===== src/rtl/fp_to_int_seq.sv =====
// Iterative float-to-signed-integer converter with C-style truncation toward zero.
// One word in flight; result held under output backpressure until taken.
module fp_to_int_seq #(
  parameter int EXPONENT_WIDTH = 8,
  parameter int MANTISSA_WIDTH = 23,
  parameter int INT_WIDTH      = 32
) (
  input  logic                                    clk,
  input  logic                                    reset,
  input  logic                                    in_valid,
  output logic                                    in_ready,
  input  logic [EXPONENT_WIDTH+MANTISSA_WIDTH:0]  FP_in,
  output logic                                    out_valid,
  input  logic                                    out_ready,
  output logic [INT_WIDTH-1:0]                    int_out,
  output logic                                    overflow
);

  localparam int EW    = EXPONENT_WIDTH;
  localparam int MW    = MANTISSA_WIDTH;
  localparam int IW    = INT_WIDTH;
  localparam int BIAS  = (1 << (EW-1)) - 1;
  // Left shifts reach at most IW-2-MW; right shifts at most MW.
  localparam int MAXC  = (MW > IW-2-MW) ? MW : IW-2-MW;
  localparam int CNT_W = $clog2(MAXC+1);

  localparam logic [IW-1:0] POS_MAX = {1'b0, {(IW-1){1'b1}}};
  localparam logic [IW-1:0] NEG_MIN = {1'b1, {(IW-1){1'b0}}};

  typedef enum logic [1:0] {IDLE, SHIFT, NEGATE, DONE} state_t;

  state_t            state;
  logic [IW-1:0]     acc;
  logic [CNT_W-1:0]  cnt;
  logic              dir_right;
  logic              sgn;

  // Field decode of the incoming word
  logic              sgn_in;
  logic [EW-1:0]     exp_in;
  logic [MW-1:0]     man_in;
  logic signed [EW:0] e_unb;
  int                e_int;

  assign {sgn_in, exp_in, man_in} = FP_in;
  assign e_unb = $signed({1'b0, exp_in}) - $signed((EW+1)'(BIAS));
  assign e_int = {{(32-EW-1){e_unb[EW]}}, e_unb};

  logic              accept;
  assign accept = in_valid && in_ready;

  // Classification of the word at the input
  logic              spec_hit;
  logic [IW-1:0]     spec_val;
  logic              spec_ovf;
  logic [CNT_W-1:0]  cnt_init;
  logic              right_init;
  logic [IW-1:0]     sig_init;
  int                diff;

  always_comb begin
    spec_hit   = 1'b0;
    spec_val   = '0;
    spec_ovf   = 1'b0;
    diff       = e_int - MW;
    right_init = (diff < 0);
    cnt_init   = CNT_W'((diff < 0) ? -diff : diff);
    sig_init   = {{(IW-MW-1){1'b0}}, 1'b1, man_in};
    if (&exp_in) begin
      spec_hit = 1'b1;
      spec_ovf = 1'b1;
      // NaN always saturates positive; Inf follows its sign
      spec_val = (man_in != '0) ? POS_MAX : (sgn_in ? NEG_MIN : POS_MAX);
    end else if (exp_in == '0) begin
      spec_hit = 1'b1;
    end else if (e_int < 0) begin
      spec_hit = 1'b1;
    end else if (e_int == IW-1 && sgn_in && man_in == '0) begin
      spec_hit = 1'b1;
      spec_val = NEG_MIN;
    end else if (e_int >= IW-1) begin
      spec_hit = 1'b1;
      spec_ovf = 1'b1;
      spec_val = sgn_in ? NEG_MIN : POS_MAX;
    end
  end

  logic [IW-1:0] acc_fin;
  assign acc_fin = sgn ? (~acc + {{(IW-1){1'b0}}, 1'b1}) : acc;

  always_ff @(posedge clk) begin
    if (reset) begin
      state     <= IDLE;
      in_ready  <= 1'b1;
      out_valid <= 1'b0;
      int_out   <= '0;
      overflow  <= 1'b0;
      cnt       <= '0;
      acc       <= '0;
      dir_right <= 1'b0;
      sgn       <= 1'b0;
    end else begin
      case (state)
        IDLE: begin
          if (accept) begin
            in_ready  <= 1'b0;
            sgn       <= sgn_in;
            acc       <= sig_init;
            dir_right <= right_init;
            cnt       <= cnt_init;
            if (spec_hit) begin
              int_out   <= spec_val;
              overflow  <= spec_ovf;
              out_valid <= 1'b1;
              state     <= DONE;
            end else if (cnt_init != '0) begin
              state <= SHIFT;
            end else begin
              state <= NEGATE;
            end
          end
        end
        SHIFT: begin
          // Right shifts drop fraction bits, which is exactly truncation
          acc <= dir_right ? (acc >> 1) : (acc << 1);
          cnt <= cnt - CNT_W'(1);
          if (cnt == CNT_W'(1)) state <= NEGATE;
        end
        NEGATE: begin
          acc       <= acc_fin;
          int_out   <= acc_fin;
          overflow  <= 1'b0;
          out_valid <= 1'b1;
          state     <= DONE;
        end
        DONE: begin
          if (out_ready) begin
            out_valid <= 1'b0;
            in_ready  <= 1'b1;
            state     <= IDLE;
          end
        end
        default: state <= IDLE;
      endcase
    end
  end

endmodule


===== config.mk =====
export PLATFORM = sky130hd
export DESIGN_NAME = fp_to_int_seq
export DESIGN_NICKNAME = d
export VERILOG_FILES = /design/src/rtl/fp_to_int_seq.sv
export SDC_FILE = /design/constraint.sdc
export NUM_CORES = 1
export LEC_CHECK = 0
export ABC_AREA = 0
export CELL_PAD_IN_SITES_DETAIL_PLACEMENT = 0
export CELL_PAD_IN_SITES_GLOBAL_PLACEMENT = 1
export CORE_ASPECT_RATIO = 0.7
export CORE_MARGIN = 4
export CORE_UTILIZATION = 51
export CTS_CLUSTER_DIAMETER = 80
export DETAILED_ROUTE_END_ITERATION = 8
export DONT_BUFFER_PORTS = 1
export PLACE_DENSITY = 0.95
export SETUP_SLACK_MARGIN = 0.2
export SLEW_MARGIN = 20
export SYNTH_ARGS = -nofsm -noshare
export SYNTH_HDL_FRONTEND = slang
export SYNTH_SLANG_ARGS = --single-unit

===== constraint.sdc =====
create_clock -name clk -period 9 [get_ports clk]
set_input_delay 2.25 -clock clk [delete_from_list [all_inputs] [get_ports clk]]
set_output_delay 2.25 -clock clk [all_outputs]
set_load 0.02 [all_outputs]

* After elaboration in Yosys (flattened, before gate mapping)
Index checks and enable logic that the tools add are counted.
** Word-level totals
- Memories kept :: 0
- Flip-flop bits (word level) :: 76
- RAM bits :: 0
- Latch bits :: 0
- Input bits :: 36
- Memory bits (read-only) :: 0
** Cells by class
- $lt $le $gt $ge :: 3
- Equality and inequality tests :: 9
- Multiply operators :: 0
- Bitwise operators :: 1
- Reduce and logical (&&, ||, !) cells :: 21
- $add $sub $neg :: 5
- Shift-type cells :: 0
- Divide/modulo/power cells :: 0
- Muxes and demuxes :: 42
** Operators by type and width (number)
- $mux 32 :: 12
- $pmux 32 s3 :: 1
- $pmux 32 s2 :: 1
- $add 32x1->32 const B :: 1
- $not 32->32 :: 1
- $logic_not 23->1 :: 1
- $reduce_bool 23->1 :: 1
- $mux 1 :: 16
- $lt 10x1->1 const B :: 1
- $mux 2 :: 5
- $mux 5 :: 2
- $pmux 5 s2 :: 1
- $sub 9x6->10 const B :: 1
- $eq 9x6->1 const B :: 1
- $ge 9x6->1 const B :: 1
- $lt 9x1->1 const B :: 1
- $reduce_and 3->1 :: 3
- $sub 8x7->9 const B :: 1
- $logic_not 8->1 :: 1
- $ne 2x2->1 const B :: 4
- $pmux 2 s4 :: 1
- $reduce_and 8->1 :: 1
- $reduce_and 2->1 :: 3
- $reduce_bool 2->1 :: 3
- other kinds (12) :: 17

* Logic depth before layout (Yosys ltp)
Gate-level depths: netlist (run 1).
- Depth after elaboration :: 11
- Depth in mapped cells :: 11
- Mapped depth without buffers :: 8

* Worst setup path before layout (run 1)
OpenSTA, ideal clock, no wires.
- Path type :: input-to-reg
- Start point :: input FP_in[23]
- End point :: register int_out[10]
- Cell stages on the path :: 10
- Required time :: 8909 ps
- Data arrival time :: 4349 ps
- Buffers on the path :: 3
- Setup slack :: 4560 ps
- Path through :: clkbuf_1 > inv_1 > ha_1 > nor2b_1 > o211ai_1 > o221ai_1 > clkbuf_1 > buf_1 > nor2_1 > a311oi_1
** Between the ends
- Longest elaborated chain between the ends :: 11
- Elaborated cells on any way between the ends :: 23
- Classes of those cells :: 1 x add/sub; 2 x order compare; 2 x eq/ne; 13 x mux; 5 x reduce/logical
** Ends and longest elaborated chain
- start, declared :: line 12 : input logic [EXPONENT_WIDTH+MANTISSA_WIDTH:0] FP_in,
- branches (longest 11 deep; another with $sub 8x7->9)
- end signal, assigned :: line 112 : int_out <= spec_val;
- end signal, assigned :: line 131 : int_out <= acc_fin;
- end, declared :: line 15 : output logic [INT_WIDTH-1:0] int_out,
Parallel ways; which one is timed is not known. The select of a mux whose other input is x is not followed.
A chain may end at the register's enable or synchronous reset.

* Worst setup path after layout (run 1)
- Start point :: input in_valid
- End point :: register acc[14]
** Between the ends
- Longest elaborated chain between the ends :: 3
** Ends and longest elaborated chain
- start, declared :: line 10 : input logic in_valid,
- $logic_and 1x1->1 :: line 50 : assign accept = in_valid && in_ready;
- $ne 2x2->1 (no line)
- $reduce_and 2->1 (no line)
- end signal, assigned :: line 108 : acc <= sig_init;
- end signal, assigned :: line 125 : acc <= dir_right ? (acc >> 1) : (acc << 1);
- end signal, assigned :: line 130 : acc <= acc_fin;
- end, declared :: line 33 : logic [IW-1:0] acc;
Every way passes these cells.

==> impl_metrics.json, run 1 <==
{
  "num_vias": 5118,
  "rows": 30,
  "power_frac_comb": 0.507,
  "drc_errors": 0,
  "cp-start-kind": "primary input",
  "numPortBuffers": 0,
  "yosysWarnings": 0,
  "ys.flop_type": "dfxtp_1",
  "cts_resized": 0,
  "clock_skew_ps": 8.26,
  "antenna_found_initial": 0,
  "drive_above_1_share": 0.0934,
  "wire_per_inst_microns": 20.3,
  "numCtsBuffers": 9,
  "slew_violations": 0,
  "gp_congestion": 0.875,
  "clock_sinks": 76,
  "synth_top_area_share": 0.294,
  "netSwitchingFraction": 0.497,
  "fmax_mhz": 236,
  "antennaDiodeCount": 0,
  "synth_area_sq_mm": 0.00517,
  "cts_hold_buffers": 0,
  "utilization": 0.557,
  "ys_top_cells_by_area": "dfxtp_1, a311oi_1, nor2_1, nand2_1, xnor2_1",
  "nets": 674,
  "syn_nets": 715,
  "tightest_slew_ps": 965,
  "post-cts-setup-buffer-count": 0,
  "seqPwrFrac": 0.326,
  "dieArea_sq_mm": 0.0118,
  "crit_type": "in -> reg",
  "track_usage": 0.257,
  "hold_viol": 0,
  "synthTopCellsByCount": "dfxtp_1, nor2_1, nand2_1, a21oi_1, clkbuf_1",
  "detail-route-antenna-nets": 0,
  "worstPathArrival_ps": 4430,
  "finalWirelength_mm": 15.4,
  "timing.critical_path.cells": "nand3_1, o21ai_1, buf_4, nand2_1, a21oi_1, a2111oi_0",
  "status": "complete, no violations",
  "hpwl_mm": 10.9,
  "clock_power_share": 0.167,
  "min_period_over_period": 0.471,
  "syn_to_final_growth_pct": 5.57,
  "p_leak_nw": 1.82,
  "p_int_w": 0.00108,
  "endpoint_kind": "register",
  "grt_max_degree": 75,
  "max-cap-violations": 0,
  "power_density_mw_per_mm2": 393,
  "yosysMostFrequentCell": "dfxtp_1",
  "cp.required_ps": 9190,
  "slew_headroom": 0.355,
  "synthCells": 669,
  "ioPinCount": 71,
  "synth_edf_count": 0,
  "synth_seq_cells": 76,
  "regToRegStartpoint": "state[1]",
  "cp_max_fo": 26,
  "dr.pass1.iters": 5,
  "p_sw_w": 0.00107,
  "root_buffer": "clkbuf_16",
  "die_x_microns": 128,
  "htree_levels": 3,
  "crit_slowest_cell": "nand3_1",
  "grt_pass1_wl_mm": 24.3,
  "core_area_sq_mm": 0.00980,
  "path_clk_slew_ps": 60,
  "finalSetupViolCount": 0,
  "drt_iter0_drc": 638,
  "min_path_type": "reg -> reg",
  "synth_area_per_cell_sq_um": 7.72,
  "ys_seq_area_frac": 0.294,
  "grt_pass1_vias": 4594,
  "grt_overflow": 0,
  "cts_tree": "built",
  "crit_start": "in_valid",
  "die_h_microns": 92.2,
  "synth_cell_type_count": 61,
  "rsz0062_at_grt": "no",
  "fin_crit_ps": 4240,
  "initial_core_util": 0.527,
  "tns_ps": 0,
  "clkLatencyLatePin_ps": 350,
  "cp_slowest_stage_delay_ps": 630,
  "clk_path_buf_depth": 2,
  "viasPerCell": 6.73,
  "ir_worst_vdd_mv": 0.334,
  "synth_top_cell_by_area": "dfxtp_1",
  "worstHoldStart": "acc[31]",
  "synthArstFlopShare": 0
}
[routing by layer]
layer,track usage,wire length [microns],vias to the layer above
li1,-,-,2414
met1,0.384,7030,2405
met2,0.356,6250,279
met3,0.0827,1910,20
met4,0.0574,208,0
met5,0,0,-
[critical path, delay by kind of cell]
kind            cells  cell delay, ps
simple gates        2            1160
compound gates      3             720
buf+inv             1             270
[final timing paths]
| kind | end | cells after the start | slack, ps |
|---|---|---|---|
| setup / recovery | acc[14] | 6 | 4760 |
| hold / removal | acc[31] | 2 | 510 |
| setup reg to reg | acc[21] | 8 | 5650 |
| hold reg to reg | acc[31] | 2 | 510 |
[power by group through the flow]
stage	Clock, W	Sequential [W]	Combinational (W)
final	0.000359	0.000699	0.00109
after global routing	0.000376	0.000718	0.00120
after CTS	0.000362	0.000698	0.00107
after detailed placement	0	0.000705	0.00106
after global placement	0	0.000696	0.00103
after floorplan	0	0.000644	0.000883
[kinds of logic after synthesis]
family	after synthesis	synth area share
XOR/XNOR	32	0.0542
multiplexers	31	0.0649
AO/OA/AOI/OAI	196	0.276
buffers and inverters	86	0.0676
AND/OR/NAND/NOR	238	0.219
flip-flops	76	0.294
adder cells (fa/ha/maj)	10	0.0242
[through the flow]
| step | hold WS (ps) | total power (W) | std cells | instance area [sq um] | worst slack [ps] |
|---|---|---|---|---|---|
| after floorplan | 475 | 0.00153 | 669 | 5170 | 4560 |
| after global placement | 491 | 0.00172 | 745 | 5160 | 4560 |
| after detailed placement | 500 | 0.00177 | 745 | 5160 | 4430 |
| final | 512 | 0.00215 | 760 | 5460 | 4760 |
| after CTS | 510 | 0.00213 | 760 | 5460 | 4790 |
| after global routing | 532 | 0.00230 | 760 | 5460 | 4490 |
[flip-flops by register name, indices dropped and copies added (netlist names)]
signal     flops
acc           32
int_out       32
cnt            5
state          2
dir_right      1
in_ready       1
out_valid      1
overflow       1
sgn            1
[cell type report]
| class | count | area [sq um] |
|---|---|---|
| Inverter | 26 | 97.6 |
| Clock buffer | 9 | 225 |
| Tap cell | 128 | 160 |
| Fill cell | 908 | 4340 |
| Clock inverter | 6 | 65.1 |
| Timing Repair Buffer | 8 | 60.1 |
| Multi-Input combinational cell | 507 | 3330 |
| Sequential cell | 76 | 1520 |
[layout by cell type (no fill, tap or decap), types with 9 or more instances in the layout]
| cell | count |
|---|---|
| a2111oi_0 | 13 |
| a21oi_1 | 47 |
| a311oi_1 | 35 |
| clkbuf_16 | 9 |
| dfxtp_1 | 76 |
| ha_1 | 10 |
| inv_1 | 25 |
| mux2_2 | 20 |
| mux2i_1 | 11 |
| nand2_1 | 68 |
| nand3_1 | 17 |
| nor2_1 | 74 |
| nor3_1 | 19 |
| nor4_1 | 12 |
| o21ai_0 | 24 |
| o31ai_1 | 14 |
| or3_1 | 9 |
| xnor2_1 | 28 |
Power figures use the tool's default switching activity.
==> run 2: changes to the inputs <==
--- a/config.mk
+++ b/config.mk
@@ -10,11 +10,11 @@
 export CELL_PAD_IN_SITES_GLOBAL_PLACEMENT = 1
 export CORE_ASPECT_RATIO = 0.7
 export CORE_MARGIN = 4
-export CORE_UTILIZATION = 51
+export CORE_UTILIZATION = 43
 export CTS_CLUSTER_DIAMETER = 80
 export DETAILED_ROUTE_END_ITERATION = 8
 export DONT_BUFFER_PORTS = 1
-export PLACE_DENSITY = 0.95
+export PLACE_DENSITY = 0.89
 export SETUP_SLACK_MARGIN = 0.2
 export SLEW_MARGIN = 20
 export SYNTH_ARGS = -nofsm -noshare
==> constraint.sdc (replaced) <==
create_clock -name clk -period 3.4 [get_ports clk]
set_input_delay 0.85 -clock clk [delete_from_list [all_inputs] [get_ports clk]]
set_output_delay 0.85 -clock clk [all_outputs]
set_load 0.02 [all_outputs]
==> run 2 against run 1 <==
Compared with the run above:
- register-to-register slack got worse by 5000 ps
- die area increased by 17%
- global-route usage decreased by 3.8 points
- count of clock-buffer cells in the layout increased by 1
- power increased to 2.7 times the previous value
- design area increased by 1.6%
- clock skew increased by 4.4 ps
- final cell count increased by 4.3%
- core utilization decreased by 8.4 points
- first-iteration DRC count decreased by 11%
- sequential cell count unchanged
- via count decreased by 1.1%
- critical path type is now reg -> reg
- highest routed layer unchanged
==> impl_metrics.json, run 2 (synthesis gave the netlist of run 1 again) <==
{
  "wire_per_inst_microns": 19.8,
  "clk_path_buf_depth": 2,
  "clock_skew_ps": 12.7,
  "antenna_found_initial": 0,
  "fin_crit_ps": 2790,
  "min_to": "acc[31]",
  "wl_met3_mm": 1.81,
  "detail-route-antenna-nets": 0,
  "regToRegStartpoint": "acc[6]",
  "viasPerCell": 6.39,
  "cts_hold_buffers": 0,
  "syn_to_final_growth_pct": 7.26,
  "ioPinCount": 71,
  "drive_above_1_share": 0.0975,
  "ff2ff_setup_slack_ps": 610,
  "power_w": 0.00579,
  "core_area_sq_mm": 0.0117,
  "wl_met2_mm": 6.19,
  "clock_sinks": 76,
  "cp-start-kind": "register",
  "layout_common_cells": "dfxtp_1, nor2_1, nand2_1",
  "gp_congestion": 0.903,
  "m1WireLength_mm": 7.48,
  "dr.pass1.iters": 6,
  "hpwl_mm": 11.3,
  "grt_pass1_vias": 4484,
  "hold_viol": 0,
  "cts_resized": 0,
  "r2r_cells": 6,
  "track_usage": 0.219,
  "cp_max_fo": 8,
  "rsz0062_at_grt": "no",
  "tns_ps": 0,
  "finalSetupViolCount": 0,
  "ir_worst_vdd_mv": 0.574,
  "grt_overflow": 0,
  "path_clk_slew_ps": 70,
  "dieArea_sq_mm": 0.0139,
  "slew_violations": 0,
  "fin_area_sq_mm": 0.00554,
  "endpoint_kind": "register",
  "numCtsBuffers": 9,
  "nets": 677,
  "worstPathArrival_ps": 3020,
  "numPortBuffers": 0,
  "cp.required_ps": 3630,
  "antennaDiodeCount": 0,
  "clkLatencyLatePin_ps": 350,
  "highest_layer": "met4",
  "holdPathStages": 2,
  "root_buffer": "clkbuf_16",
  "initial_core_util": 0.441,
  "slew_headroom": 0.536,
  "grt_max_degree": 75,
  "finalWirelength_mm": 15.7,
  "worstHoldStart": "acc[31]",
  "post-cts-setup-buffer-count": 0,
  "min_path_type": "reg -> reg",
  "status": "complete, no violations",
  "max-cap-violations": 0,
  "tightest_slew_ps": 687,
  "drc_errors": 0,
  "die_x_microns": 139,
  "num_vias": 5064,
  "r2r-end": "acc[22]",
  "drt_iter0_drc": 571,
  "grt_pass1_wl_mm": 24.6,
  "reg.largest.list": "acc: 32 flops, int_out: 32 flops, cnt: 5 flops",
  "fmax_mhz": 358,
  "cts_tree": "built",
  "rows": 33,
  "dpl_cell_area_sq_mm": 0.00523,
  "p_leak_nw": 1.84,
  "mostFrequentLayoutCell": "dfxtp_1",
  "min_period_over_period": 0.821,
  "die_h_microns": 99.7,
  "crit_type": "reg -> reg",
  "power_density_mw_per_mm2": 1050,
  "htree_levels": 3
}
[run 2: per-layer routing]
metal	vias to the layer above	global-route usage
li1	2419	-
met1	2372	0.343
met2	256	0.292
met3	17	0.0702
met4	0	0.0376
met5	-	0
[run 2: layout make-up]
type,count,area [sq um]
clock inverter,6,71.3
tap,157,196
timing repair buffer,11,95.1
fill,1152,6180
sequential,76,1520
multi-input combinational,507,3320
clock buffer,10,239
inverter,26,97.6
[run 2: how the worst max path moves through the flow]
stage / end / startpoint / slack, ps
final: acc[22] / acc[6] / 610
after global routing: acc[22] / acc[6] / 430
after CTS: acc[22] / acc[6] / 620
after detailed placement: int_out[2] / FP_in[23] / 480
after global placement: int_out[13] / FP_in[23] / 570
after floorplan: int_out[11] / FP_in[23] / 360
[run 2: critical path, stage by stage (launching register included)]
cell	delay (ps)
dfxtp_1	390
or4_1	650
or4_1	610
o41ai_1	410
xnor2_1	160
nand2_1	90
a2111oi_0	370
[run 2: stage by stage]
stage          worst slack (ps)  utilization  hold slack [ps]  cells
6_report                    608        0.473              507    793
5_1_grt                     433        0.473              534    793
4_1_cts                     616        0.473              507    793
3_5_place_dp                485        0.446              498    777
3_3_place_gp                565        0.446              492    777
2_1_floorplan               360            -              475    669
[run 2: report_power, final]
part / switching, W / internal [W]
Sequential: 0.000629 / 0.00125
Clock: 0.000410 / 0.000595
Combinational: 0.00182 / 0.00110
Total: 0.00285 / 0.00294
==> run 3: changes to the inputs <==
==> constraint.sdc (replaced) <==
create_clock -name clk -period 2.5 [get_ports clk]
set_input_delay 0.625 -clock clk [delete_from_list [all_inputs] [get_ports clk]]
set_output_delay 0.625 -clock clk [all_outputs]
set_load 0.02 [all_outputs]
==> run 3 against run 2 <==
Compared with the run above:
- final cell count grew 5.9%
- sequential share of layout area shrank 3.6 points
- highest routed layer unchanged
- first-iteration DRC count increased by 7.4%
- critical endpoint unchanged
- design area grew 15%
- die area stayed put
- non-clock buffer count rose by 46
- critical path type unchanged
- largest cell class unchanged
==> impl_metrics.json, run 3 (synthesis gave the netlist of run 1 again) <==
{
  "status": "complete, no violations",
  "clkLatencyLatePin_ps": 350,
  "crit_family": "simple AND/OR/NAND/NOR gates",
  "worstPathArrival_ps": 2740,
  "clock_skew_ps": 8.07,
  "initial_core_util": 0.441,
  "drt_iter0_drc": 613,
  "layout_common_cells": "dfxtp_1, nor2_1, nand2_1",
  "finalSetupViolCount": 0,
  "ff2ff_setup_slack_ps": 1,
  "clk_path_buf_depth": 2,
  "cp-start-kind": "register",
  "dieArea_sq_mm": 0.0139,
  "antennaDiodeCount": 0,
  "rsz0062_at_grt": "yes",
  "gp_congestion": 0.936,
  "crit_start": "acc[8]",
  "track_usage": 0.243,
  "slew_headroom": 0.529,
  "multi_input_area_sq_mm": 0.00376,
  "cp_max_fo": 5,
  "reg.largest.list": "acc: 32 flops, int_out: 32 flops, cnt: 5 flops",
  "crit_type": "reg -> reg",
  "htree_levels": 3,
  "cts_hold_buffers": 0,
  "grt_overflow": 0,
  "holdPathStages": 1,
  "numCtsBuffers": 9,
  "numPortBuffers": 0,
  "root_buffer": "clkbuf_16",
  "ioPinCount": 71,
  "grt_pass1_vias": 5136,
  "fmax_mhz": 400,
  "cp_slowest_stage_delay_ps": 570,
  "fillCellCount": 1032,
  "rows": 33,
  "path_common_cell": "or4_4",
  "core_area_sq_mm": 0.0117,
  "tns_ps": 0,
  "drive_above_1_share": 0.239,
  "cts_tree": "built",
  "nets": 724,
  "grt_pass1_wl_mm": 27.3,
  "crit_slowest_cell": "or4_4",
  "wire_per_inst_microns": 20.6,
  "finalWirelength_mm": 17.3,
  "hold_viol": 0,
  "worst-path-buf-inv": 0,
  "r2r_cells": 6,
  "regToRegStartpoint": "acc[8]",
  "max-cap-violations": 0,
  "die_h_microns": 99.7,
  "num_vias": 5523,
  "min_to": "int_out[2]",
  "power_w": 0.00961,
  "hpwl_mm": 11.8,
  "path_clk_slew_ps": 60,
  "fin_ws_ps": 1.03,
  "detail-route-antenna-nets": 0,
  "worstHoldStart": "reset",
  "power_density_mw_per_mm2": 1510,
  "timing.critical_path.cells": "or4_4, or4_4, o41ai_4, xnor2_1, nand2_1, a2111oi_2",
  "regArea_sq_mm": 0.00152,
  "post-place-ws_ps": -64.0,
  "tightest_slew_ps": 702,
  "min_path_type": "in -> reg",
  "grt_max_degree": 75,
  "min_period_over_period": 1.00,
  "cp.required_ps": 2740,
  "slew_violations": 0,
  "endpoint_kind": "register",
  "ir_worst_vdd_mv": 1.16,
  "p_leak_nw": 2.17,
  "viasPerCell": 6.58,
  "dr.pass1.iters": 5,
  "fin_hold_ws_ps": 345,
  "clock_sinks": 76,
  "fin_crit_ps": 2500,
  "drc_errors": 0,
  "die_x_microns": 139,
  "syn_to_final_growth_pct": 23.4,
  "antenna_found_initial": 0,
  "mostFrequentLayoutCell": "dfxtp_1",
  "r2r-end": "acc[22]"
}
## run 3: cell types whose count changed in the layout (fill, tap and decap cells not counted), sizes merged
cell and delta:
buf +46, clkbuf +1, inv -1, or4 +1
## run 3: worst max-delay path by stage
stage | endpoint | slack [ps] | cells after the start
finish | acc[22] | 1 | 6
detailed placement | acc[15] | -60 | 6
floorplan | acc[21] | -40 | 9
global route | int_out[15] | -110 | 6
CTS | acc[21] | 50 | 6
global placement | acc[19] | 50 | 6
## run 3: routing by layer
layer  vias up  track usage  wire (microns)
li1       2518            -               -
met1      2657        0.352            7580
met2       316        0.344            7400
met3        32       0.0750            2020
met4         0       0.0752             286
met5         -            0               0
## run 3: report_power, final
group          internal, W  switching, W  total [W]
registers          0.00170      0.000639    0.00234
logic              0.00235       0.00356    0.00591
clock network     0.000829      0.000539    0.00137
total              0.00488       0.00474    0.00961
## run 3: through the flow
step / std cells / instance area (sq um) / utilization
after CTS: 833 / 6160 / 0.526
after global routing: 840 / 6380 / 0.544
after detailed placement: 813 / 5680 / 0.484
final: 840 / 6380 / 0.544
after floorplan: 669 / 5440 / -
after global placement: 813 / 5680 / 0.484
## run 3: layout make-up
type	instances	share of cell area
Multi-Input combinational cell	508	0.590
Sequential cell	76	0.239
Timing Repair Buffer	57	0.0752
Clock buffer	11	0.0396
Tap cell	157	0.0308
Inverter	26	0.0161
Clock inverter	5	0.00922
## run 3: repair_timing
action / in CTS / in global routing
endpoints found under the setup margin: 33 / 51
gates cloned: 1 / 0
resized for setup: 29 / 33
setup buffers: 3 / 7
pin swaps: 16 / 26
endpoints found under the hold margin: 0 / 0
## run 3: worst register-to-register path, cell delays in order (launching register included)
cell and delay [ps]:
dfxtp_1 320, or4_4 570, or4_4 540, o41ai_4 340, xnor2_1 180, nand2_1 120, a2111oi_2 330
